[config.mk]
export PLATFORM = sky130hd
export DESIGN_NAME = multi_alarm_clock
export DESIGN_NICKNAME = d
export VERILOG_FILES = /design/src/rtl/multi_alarm_clock.sv
export SDC_FILE = /design/constraint.sdc
export NUM_CORES = 1
export LEC_CHECK = 0
export ABC_AREA = 1
export BUFFER_PORTS_ARGS = -buffer_cell sky130_fd_sc_hd__buf_2
export CELL_PAD_IN_SITES_DETAIL_PLACEMENT = 0
export CELL_PAD_IN_SITES_GLOBAL_PLACEMENT = 1
export CORE_MARGIN = 4
export CORE_UTILIZATION = 40
export DETAILED_ROUTE_END_ITERATION = 12
export PLACE_DENSITY_LB_ADDON = 0.3
export SYNTH_ARGS = -nofsm -noshare
export SYNTH_HDL_FRONTEND = slang
export SYNTH_SLANG_ARGS = --single-unit
[constraint.sdc]
create_clock -name clk_i -period 3.4 [get_ports clk_i]
set_input_delay 0.17 -clock clk_i [delete_from_list [all_inputs] [get_ports clk_i]]
set_output_delay 0.17 -clock clk_i [all_outputs]
set_load 0.01 [all_outputs]
[src/rtl/multi_alarm_clock.sv]
// 24-hour BCD timekeeper with prescaler, NUM_ALARMS loadable alarms and a
// ring/snooze/stop state machine. Optional define: HOUR12_EN (12-hour display).
//
// Ports:
//   clk_i, reset_i     clock, synchronous active-high reset
//   fast_watch_i       one minute per second when high
//   set_time_i         strobe: load new_time_i into current time
//   set_alarm_i        strobe: load new_time_i into alarm[alarm_sel_i]
//   alarm_sel_i        alarm index for set_alarm_i
//   new_time_i         BCD {ms_hr, ls_hr, ms_min, ls_min}
//   alarm_en_i         per-alarm enable mask
//   snooze_i, stop_i   user strobes while ringing
//   cur_time_o         current time, 24-hour BCD
//   disp_time_o, pm_o  display time and PM flag
//   one_sec_o          one-cycle pulse each second
//   sound_alarm_o      high while ringing
//   ringing_id_o       index of the alarm that fired
//   load_err_o         one-cycle pulse when a load is rejected
module multi_alarm_clock #(
   parameter int NUM_ALARMS  = 4,
   parameter int CLK_PER_SEC = 256,
   parameter int SNOOZE_MIN  = 5,
   parameter int RING_MIN    = 1,
   localparam int AW = (NUM_ALARMS > 1) ? $clog2(NUM_ALARMS) : 1
) (
   input  logic                  clk_i,
   input  logic                  reset_i,
   input  logic                  fast_watch_i,
   input  logic                  set_time_i,
   input  logic                  set_alarm_i,
   input  logic [AW-1:0]         alarm_sel_i,
   input  logic [15:0]           new_time_i,
   input  logic [NUM_ALARMS-1:0] alarm_en_i,
   input  logic                  snooze_i,
   input  logic                  stop_i,
   output logic [15:0]           cur_time_o,
   output logic [15:0]           disp_time_o,
   output logic                  pm_o,
   output logic                  one_sec_o,
   output logic                  sound_alarm_o,
   output logic [AW-1:0]         ringing_id_o,
   output logic                  load_err_o
);

   localparam int PW  = (CLK_PER_SEC > 1) ? $clog2(CLK_PER_SEC) : 1;
   localparam int AW1 = AW + 1;

   typedef enum logic [1:0] {
      S_IDLE,
      S_RING,
      S_SNOOZE
   } state_t;

   function automatic logic bcd_ok(input logic [15:0] t);
      logic [3:0] hr_max;
      hr_max = (t[15:12] == 4'd2) ? 4'd3 : 4'd9;
      return (t[15:12] <= 4'd2) && (t[11:8] <= hr_max) &&
             (t[7:4] <= 4'd5) && (t[3:0] <= 4'd9);
   endfunction

   function automatic logic [15:0] next_min(input logic [15:0] t);
      logic [3:0] h1, h0, m1, m0;
      {h1, h0, m1, m0} = t;
      if (m0 != 4'd9) begin
         m0 = m0 + 4'd1;
      end else begin
         m0 = 4'd0;
         if (m1 != 4'd5) begin
            m1 = m1 + 4'd1;
         end else begin
            m1 = 4'd0;
            if (h1 == 4'd2 && h0 == 4'd3) begin
               h1 = 4'd0;
               h0 = 4'd0;
            end else if (h0 == 4'd9) begin
               h1 = h1 + 4'd1;
               h0 = 4'd0;
            end else begin
               h0 = h0 + 4'd1;
            end
         end
      end
      return {h1, h0, m1, m0};
   endfunction

   logic [PW-1:0]   presc_q, presc_d;
   logic [5:0]      sec_q, sec_d;
   logic [15:0]     cur_q, cur_d;
   logic [15:0]     alarm_q [NUM_ALARMS];
   logic            one_sec_q, one_sec_d;
   logic            err_q, err_d;
   logic            tick_q;
   state_t          state_q, state_d;
   logic [3:0]      ring_q, ring_d;
   logic [3:0]      snz_q, snz_d;
   logic [AW-1:0]   id_q, id_d;

   logic wrap, time_ok, sel_ok, ld_time, wr_alarm;
   logic min_tick, tick_go;
   logic match_hit, match_evt, en_cur;
   logic [AW-1:0] match_idx;

   always_comb begin
      wrap     = (presc_q == PW'(CLK_PER_SEC - 1));
      time_ok  = bcd_ok(new_time_i);
      sel_ok   = ({1'b0, alarm_sel_i} < AW1'(NUM_ALARMS));
      ld_time  = set_time_i && time_ok;
      wr_alarm = set_alarm_i && time_ok && sel_ok;
      min_tick = wrap && (fast_watch_i || sec_q == 6'd59);
      // A load in the same cycle swallows the minute tick.
      tick_go  = min_tick && !ld_time;
   end

   always_comb begin
      presc_d   = presc_q + PW'(1);
      sec_d     = sec_q;
      cur_d     = cur_q;
      one_sec_d = wrap && !ld_time;
      err_d     = (set_time_i && !time_ok) ||
                  (set_alarm_i && !(time_ok && sel_ok));
      if (wrap) begin
         presc_d = '0;
         sec_d   = (sec_q == 6'd59) ? 6'd0 : sec_q + 6'd1;
      end
      if (fast_watch_i) begin
         sec_d = 6'd0;
      end
      if (tick_go) begin
         cur_d = next_min(cur_q);
      end
      if (ld_time) begin
         presc_d = '0;
         sec_d   = 6'd0;
         cur_d   = new_time_i;
      end
   end

   always_ff @(posedge clk_i) begin
      if (reset_i) begin
         presc_q   <= '0;
         sec_q     <= 6'd0;
         cur_q     <= 16'h0000;
         one_sec_q <= 1'b0;
         err_q     <= 1'b0;
         tick_q    <= 1'b0;
         for (int i = 0; i < NUM_ALARMS; i++) begin
            alarm_q[i] <= 16'h0000;
         end
      end else begin
         presc_q   <= presc_d;
         sec_q     <= sec_d;
         cur_q     <= cur_d;
         one_sec_q <= one_sec_d;
         err_q     <= err_d;
         tick_q    <= tick_go;
         for (int i = 0; i < NUM_ALARMS; i++) begin
            if (wr_alarm && AW'(i) == alarm_sel_i) begin
               alarm_q[i] <= new_time_i;
            end
         end
      end
   end

   // Descending scan so the lowest matching index is the one kept.
   always_comb begin
      match_hit = 1'b0;
      match_idx = '0;
      for (int i = NUM_ALARMS - 1; i >= 0; i--) begin
         if (alarm_en_i[i] && alarm_q[i] == cur_q) begin
            match_hit = 1'b1;
            match_idx = AW'(i);
         end
      end
      // Only a tick-driven update may fire; loaded times never do.
      match_evt = tick_q && match_hit;
   end

   always_comb begin
      en_cur = 1'b0;
      for (int i = 0; i < NUM_ALARMS; i++) begin
         if (AW'(i) == id_q) begin
            en_cur = alarm_en_i[i];
         end
      end
   end

   always_comb begin
      state_d = state_q;
      ring_d  = ring_q;
      snz_d   = snz_q;
      id_d    = id_q;
      unique case (state_q)
         S_IDLE: begin
            if (match_evt) begin
               state_d = S_RING;
               id_d    = match_idx;
               ring_d  = 4'(RING_MIN);
            end
         end
         S_RING: begin
            if (!en_cur || stop_i) begin
               state_d = S_IDLE;
            end else if (snooze_i) begin
               state_d = S_SNOOZE;
               snz_d   = 4'(SNOOZE_MIN);
            end else if (tick_go) begin
               ring_d = ring_q - 4'd1;
               if (ring_q <= 4'd1) begin
                  state_d = S_IDLE;
               end
            end
         end
         S_SNOOZE: begin
            if (!en_cur || stop_i) begin
               state_d = S_IDLE;
            end else if (tick_go) begin
               snz_d = snz_q - 4'd1;
               if (snz_q <= 4'd1) begin
                  state_d = S_RING;
                  ring_d  = 4'(RING_MIN);
               end
            end
         end
         default: state_d = S_IDLE;
      endcase
   end

   always_ff @(posedge clk_i) begin
      if (reset_i) begin
         state_q <= S_IDLE;
         ring_q  <= 4'd0;
         snz_q   <= 4'd0;
         id_q    <= '0;
      end else begin
         state_q <= state_d;
         ring_q  <= ring_d;
         snz_q   <= snz_d;
         id_q    <= id_d;
      end
   end

`ifdef HOUR12_EN
   logic [4:0] hr24, hr12;
   always_comb begin
      hr24 = 5'(cur_q[15:12]) * 5'd10 + 5'(cur_q[11:8]);
      if (hr24 == 5'd0) begin
         hr12 = 5'd12;
      end else if (hr24 > 5'd12) begin
         hr12 = hr24 - 5'd12;
      end else begin
         hr12 = hr24;
      end
      if (hr12 >= 5'd10) begin
         disp_time_o = {4'd1, 4'(hr12 - 5'd10), cur_q[7:0]};
      end else begin
         disp_time_o = {4'd0, hr12[3:0], cur_q[7:0]};
      end
      pm_o = (hr24 >= 5'd12);
   end
`else
   assign disp_time_o = cur_q;
   assign pm_o        = 1'b0;
`endif

   assign cur_time_o    = cur_q;
   assign one_sec_o     = one_sec_q;
   assign sound_alarm_o = (state_q == S_RING);
   assign ringing_id_o  = id_q;
   assign load_err_o    = err_q;

endmodule
==> results.json, run 1 <==
{
  "final_common_cell": "nand2_1",
  "portBuffers": 65,
  "postSynthAreaPerCell_sq_um": 7.79,
  "final_area_sq_um": 6730,
  "syn_inst": 782,
  "drtPass1Iterations": 5,
  "die_x_microns": 131,
  "setup_violations": 0,
  "syn_to_final_growth_pct": 10.6,
  "dpl_cell_area_sq_um": 6460,
  "max-slew-margin-rel_pct": 47.4,
  "via_count": 5016,
  "cp.arrival_ns": 2.30,
  "wire_per_inst_microns": 14.8,
  "clkTransAtPathRegs_ns": 0.07,
  "multi_input_area_sq_um": 2640,
  "skew_ns": 0.00731,
  "ctsHoldBuffers": 0,
  "fillCellCount": 1445,
  "pin_count": 67,
  "min_period_ns": 2.32,
  "grt_pass1_vias": 4739,
  "finalHoldViolCount": 0,
  "cp.required_ns": 3.38,
  "antenna_found_initial": 0,
  "coreArea_sq_um": 14700,
  "hold_path_class": "in -> reg",
  "yosysUniqueCellTypes": 48,
  "vdd_drop_max_uv": 296,
  "routed_wl_microns": 15100,
  "fin_crit_sh_pct": 68.2,
  "async_reset_ff_share_pct": 0,
  "grt_pass1_wl_microns": 24500,
  "cp-end-kind": "flip-flop",
  "rsz0062_at_grt": "no",
  "yosysSeqAreaShare_pct": 46.4,
  "place_hpwl_microns": 11300,
  "cts_buffer_depth": 2,
  "fin_util_pct": 45.8,
  "power.density_nw_per_um2": 455,
  "vias_per_cell": 4.90,
  "dp_cells": 1007,
  "cts-buffers-inserted": 9,
  "drtAntennaViolNets": 0,
  "report.final.slew_viol_count": 0,
  "post-cts-setup-buffers": 0,
  "netlist.area_leader.share_pct": 31.6,
  "synth_area_leader_cell": "edfxtp_1",
  "outcome": "finished, final reports clean",
  "clockRootBuffer": "clkbuf_16",
  "synth_edf_count": 64,
  "worst_slew_pin_slew_ns": 0.787,
  "die_h_microns": 131,
  "synth_seq_cells": 109,
  "place.gp.congestion": 0.819,
  "yosys-top-cells-area": "edfxtp_1, dfxtp_1, nand2_1, nor2_1, inv_1",
  "cts-htree-levels": 3,
  "critPathMaxFanout": 16,
  "critPathLaunchType": "input port",
  "ctsResizeCount": 0,
  "setup-tns-final_ns": 0,
  "num_rows": 44,
  "grt_max_degree": 21,
  "clkSinkCount": 109,
  "synth_warnings": 0,
  "track_usage_pct": 17.7,
  "route.detailed.drc": 0,
  "synth_area_sq_um": 6090,
  "overflow": 0,
  "seqCellArea_sq_um": 2820,
  "post_layout_nonfiller_instances": 1023,
  "cts_tree": "done",
  "path_class": "in -> reg",
  "clock_latency_ns": 0.35,
  "nets": 875,
  "maxCapViolCount": 0,
  "num_antenna_cells": 0,
  "synth_flop_cell": "edfxtp_1",
  "mostFrequentLayoutCells": "nand2_1, nor2_1, inv_1",
  "layout-drive-gt1-share_pct": 12.6,
  "dieArea_sq_um": 17300,
  "start_util_pct": 41.4,
  "drt_iter0_drc": 340,
  "p_leak_nw": 3.14,
  "fmax_ghz": 0.431
}
## worst max-delay path: stages
cell	delay [ns]
buf_2	0.10
inv_1	0.21
nand3_1	0.15
inv_1	0.07
ha_1	0.23
o21a_1	0.11
o21ai_1	0.18
nand2_1	0.11
nor2_2	0.25
nand3_1	0.11
nand2_1	0.60
## report_power, final
group | internal (mW) | switching, mW
clock | 0.512 | 0.489
sequential | 1.48 | 0.0594
combinational | 0.186 | 0.332
total | 2.18 | 0.880
## routing by layer
layer	part of all wire (%)	global-route usage (%)	vias to the layer above	wire length [microns]
met5	0	0	-	0
met3	4.4	2.60	19	658
met2	47	29.3	104	7030
li1	-	-	2559	-
met1	47	23.7	2334	7110
met4	2.0	6.36	0	304
## registers in the layout, indices dropped and copies added, names as in the netlist
register and flops:
cur_time_o 16, state_q 2, tick_q 1, snz_q 4, presc_q 8, load_err_o 1
alarm_q 64, ringing_id_o 2, ring_q 4, one_sec_o 1, sec_q 6
## worst paths after layout
kind         depth (start not counted)                       start                          end  slack (ns)
min                                  3                 set_alarm_i        load_err_o$_SDFF_PP0_         0.1
max reg2reg                         13  cur_time_o[4]$_SDFFE_PP0P_      state_q[1]$_SDFFE_PP0P_        1.27
min reg2reg                          1       presc_q[0]$_SDFF_PP0_        presc_q[0]$_SDFF_PP0_        0.45
max                                 11              new_time_i[12]  alarm_q[2][3]$_SDFFCE_PN0P_        1.08
## logic make-up after synthesis
logic type / after synthesis / share of synthesized area, %
other: 1 / 0.0616
adder cells (fa/ha/maj): 12 / 2.47
flip-flops: 109 / 46.4
buffers and inverters: 152 / 11.0
XOR/XNOR: 28 / 4.03
AND/OR/NAND/NOR: 398 / 27.8
AO/OA/AOI/OAI: 82 / 8.28
## layout make-up
cell class,instances,area share (%)
Multi-Input combinational cell,533,39.2
Clock inverter,5,0.390
Timing Repair Buffer,67,5.05
Tap cell,184,3.42
Inverter,114,6.41
Clock buffer,11,3.61
Sequential cell,109,41.9
## synthesized netlist by cell type, types with 2 or more instances
cell type,number
o21ai_1,8
o211ai_1,4
buf_4,18
xnor2_1,17
inv_1,108
o21ai_0,26
a31oi_1,4
nand2_1,181
buf_2,11
nor3b_1,4
nor2_2,2
o22ai_1,9
nor2_1,144
edfxtp_1,64
a21oi_1,16
xor2_1,11
buf_6,2
clkbuf_1,6
nand2_2,2
ha_1,12
nand2_4,4
nor3_2,2
nand4_1,11
o21bai_1,2
dfxtp_1,45
a21oi_4,2
a211oi_1,2
inv_2,4
nor3_1,11
o21a_1,2
nand3_1,29
nand3_2,3
## through the flow
stage / hold slack, ns / setup slack, ns / total power, mW
final: 0.0957 / 1.08 / 3.06
after global routing: 0.108 / 0.863 / 3.24
after CTS: 0.0881 / 1.08 / 3.08
after detailed placement: 0.442 / 0.713 / 2.09
after global placement: 0.432 / 0.786 / 2.08
after floorplan: 0.322 / 1.31 / 1.97
Power figures use the tool's default switching activity.
==> inputs of run 2 (changes only) <==
Clock period 3.4 ns to 2.2 ns, I/O delays scaled along.
==> results.json, run 2 (synthesis results as in run 1) <==
{
  "path_common_cell": "nand2_4",
  "grt_util_met2_pct": 30.1,
  "wire_per_inst_microns": 14.6,
  "overflow": 0,
  "track_usage_pct": 18.1,
  "layout-drive-gt1-share_pct": 17.5,
  "finalHoldViolCount": 0,
  "num_rows": 44,
  "die_x_microns": 131,
  "cts_buffer_depth": 2,
  "clkTransAtPathRegs_ns": 0.07,
  "grt_max_degree": 20,
  "drtAntennaViolNets": 0,
  "post_layout_nonfiller_instances": 1060,
  "crit_chain": "ha_2, nand2_2, nor2_4, nand3_2, nor2_4, nand2_4, a21oi_4, nand2_4, nand2_4, inv_4, nor2_8, nand2_4, inv_4, nand2_1, nand2_1, nor2_1",
  "use_met3_pct": 3.48,
  "drt_iter0_drc": 376,
  "pin_count": 67,
  "outcome": "finished, final reports clean",
  "cts_tree": "done",
  "via_count": 5205,
  "vdd_drop_max_uv": 367,
  "r2r_end": "cur_time_o[14]$_SDFFE_PP0P_",
  "r2r-start": "presc_q[0]$_SDFF_PP0_",
  "die_h_microns": 131,
  "ctsHoldBuffers": 0,
  "rsz0062_at_grt": "no",
  "path_class": "reg -> reg",
  "min_period_ns": 2.07,
  "power.density_nw_per_um2": 675,
  "hold_path_class": "in -> reg",
  "setup_violations": 0,
  "mostFrequentLayoutCells": "nand2_1, nor2_1, inv_1",
  "largest_reg_flops": 64,
  "place_hpwl_microns": 11900,
  "cpMaxStageDelayCell": "dfxtp_2",
  "critPathLaunchType": "flip-flop",
  "grt_pass1_wl_microns": 25000,
  "holdWs_ns": 0.0339,
  "num_antenna_cells": 0,
  "hold_path_depth": 3,
  "cp-end-kind": "flip-flop",
  "clockRootBuffer": "clkbuf_16",
  "place.gp.congestion": 0.863,
  "syn_to_final_growth_pct": 16.8,
  "portBuffers": 65,
  "antenna_found_initial": 0,
  "critPathMaxFanout": 6,
  "dp_cells": 1039,
  "vias_per_cell": 4.91,
  "cp.required_ns": 2.46,
  "dieArea_sq_um": 17300,
  "fin_crit_sh_pct": 93.9,
  "hold_end": "cur_time_o[6]$_SDFFE_PP0P_",
  "busiest_layer": "met2",
  "reg2reg_slack_ns": 0.13,
  "r2r_cells": 16,
  "routed_wl_microns": 15500,
  "cts-buffers-inserted": 9,
  "coreArea_sq_um": 14700,
  "clkSinkCount": 109,
  "regMostFlops": "alarm_q",
  "clock_latency_ns": 0.36,
  "route.detailed.drc": 0,
  "skew_ns": 0.00651,
  "maxCapViolCount": 0,
  "report.final.slew_viol_count": 0,
  "nets": 912,
  "fmax_ghz": 0.484,
  "grt_pass1_vias": 4939,
  "slowest_delay_ns": 0.35,
  "cts-htree-levels": 3,
  "grtUsageMet1_pct": 23.6,
  "min_from": "new_time_i[6]",
  "setup-tns-final_ns": 0,
  "p_leak_nw": 3.38,
  "start_util_pct": 41.4,
  "drtPass1Iterations": 5,
  "cp.arrival_ns": 2.32,
  "final_common_cell": "nand2_1"
}
==> run 2: cell types whose count changed in the layout (fill, tap and decap cells not counted), sizes merged <==
cell and change:
buf +37, clkbuf +2, clkinv -4, inv +2
==> run 2: where the power goes <==
part	switching (mW)	internal, mW	total, mW
sequential	0.0889	2.29	2.38
combinational	0.529	0.314	0.843
clock	0.738	0.839	1.58
==> run 2: critical path, delay by kind of cell (launching register included) <==
kind                       cells  cell delay [ns]
DFF                            1             0.35
AOI/OAI and AO/OA              1             0.21
buffers and inverters          2             0.12
adders and majority gates      1             0.19
and+or+nand+nor               12             1.10
==> run 2: how the worst max path moves through the flow <==
| stage | from | endpoint | cells after the start |
|---|---|---|---|
| after global placement | new_time_i[14] | alarm_q[1][12]$_SDFFCE_PN0P_ | 12 |
| after global routing | presc_q[0]$_SDFF_PP0_ | cur_time_o[14]$_SDFFE_PP0P_ | 16 |
| after CTS | presc_q[0]$_SDFF_PP0_ | cur_time_o[14]$_SDFFE_PP0P_ | 16 |
| final | presc_q[0]$_SDFF_PP0_ | cur_time_o[14]$_SDFFE_PP0P_ | 16 |
| after detailed placement | new_time_i[14] | alarm_q[3][10]$_SDFFCE_PN0P_ | 12 |
| after floorplan | new_time_i[12] | alarm_q[0][0]$_SDFFCE_PN0P_ | 10 |
==> run 2: area by class of cell <==
class | count | area [sq um]
timing repair buffer | 104 | 681
multi-input combinational | 533 | 2660
tap | 184 | 230
fill | 1427 | 7590
clock inverter | 3 | 18.8
inverter | 114 | 433
sequential | 109 | 2830
clock buffer | 13 | 263
==> run 2: per-stage QoR <==
step | setup WS, ns | area, sq um | total power, mW | util [%]
6_report | 0.133 | 7110 | 4.80 | 48.4
3_5_place_dp | 0.0622 | 6770 | 3.27 | 46.0
3_3_place_gp | 0.0799 | 6770 | 3.24 | 46.0
4_1_cts | 0.0492 | 7050 | 4.84 | 47.9
5_1_grt | 0.0123 | 7110 | 5.06 | 48.4
2_1_floorplan | 0.167 | 6130 | 3.04 | -
==> run 2: timing repair <==
item                                    in CTS  in global routing
endpoints found under the setup margin       0                 18
setup buffers                                0                  5
gates resized for setup                      0                 11
==> run 2: layer usage <==
metal / up-vias / wire length, microns
li1: 2643 / -
met1: 2418 / 7050
met2: 117 / 7360
met3: 27 / 741
met4: 0 / 321
met5: - / 0
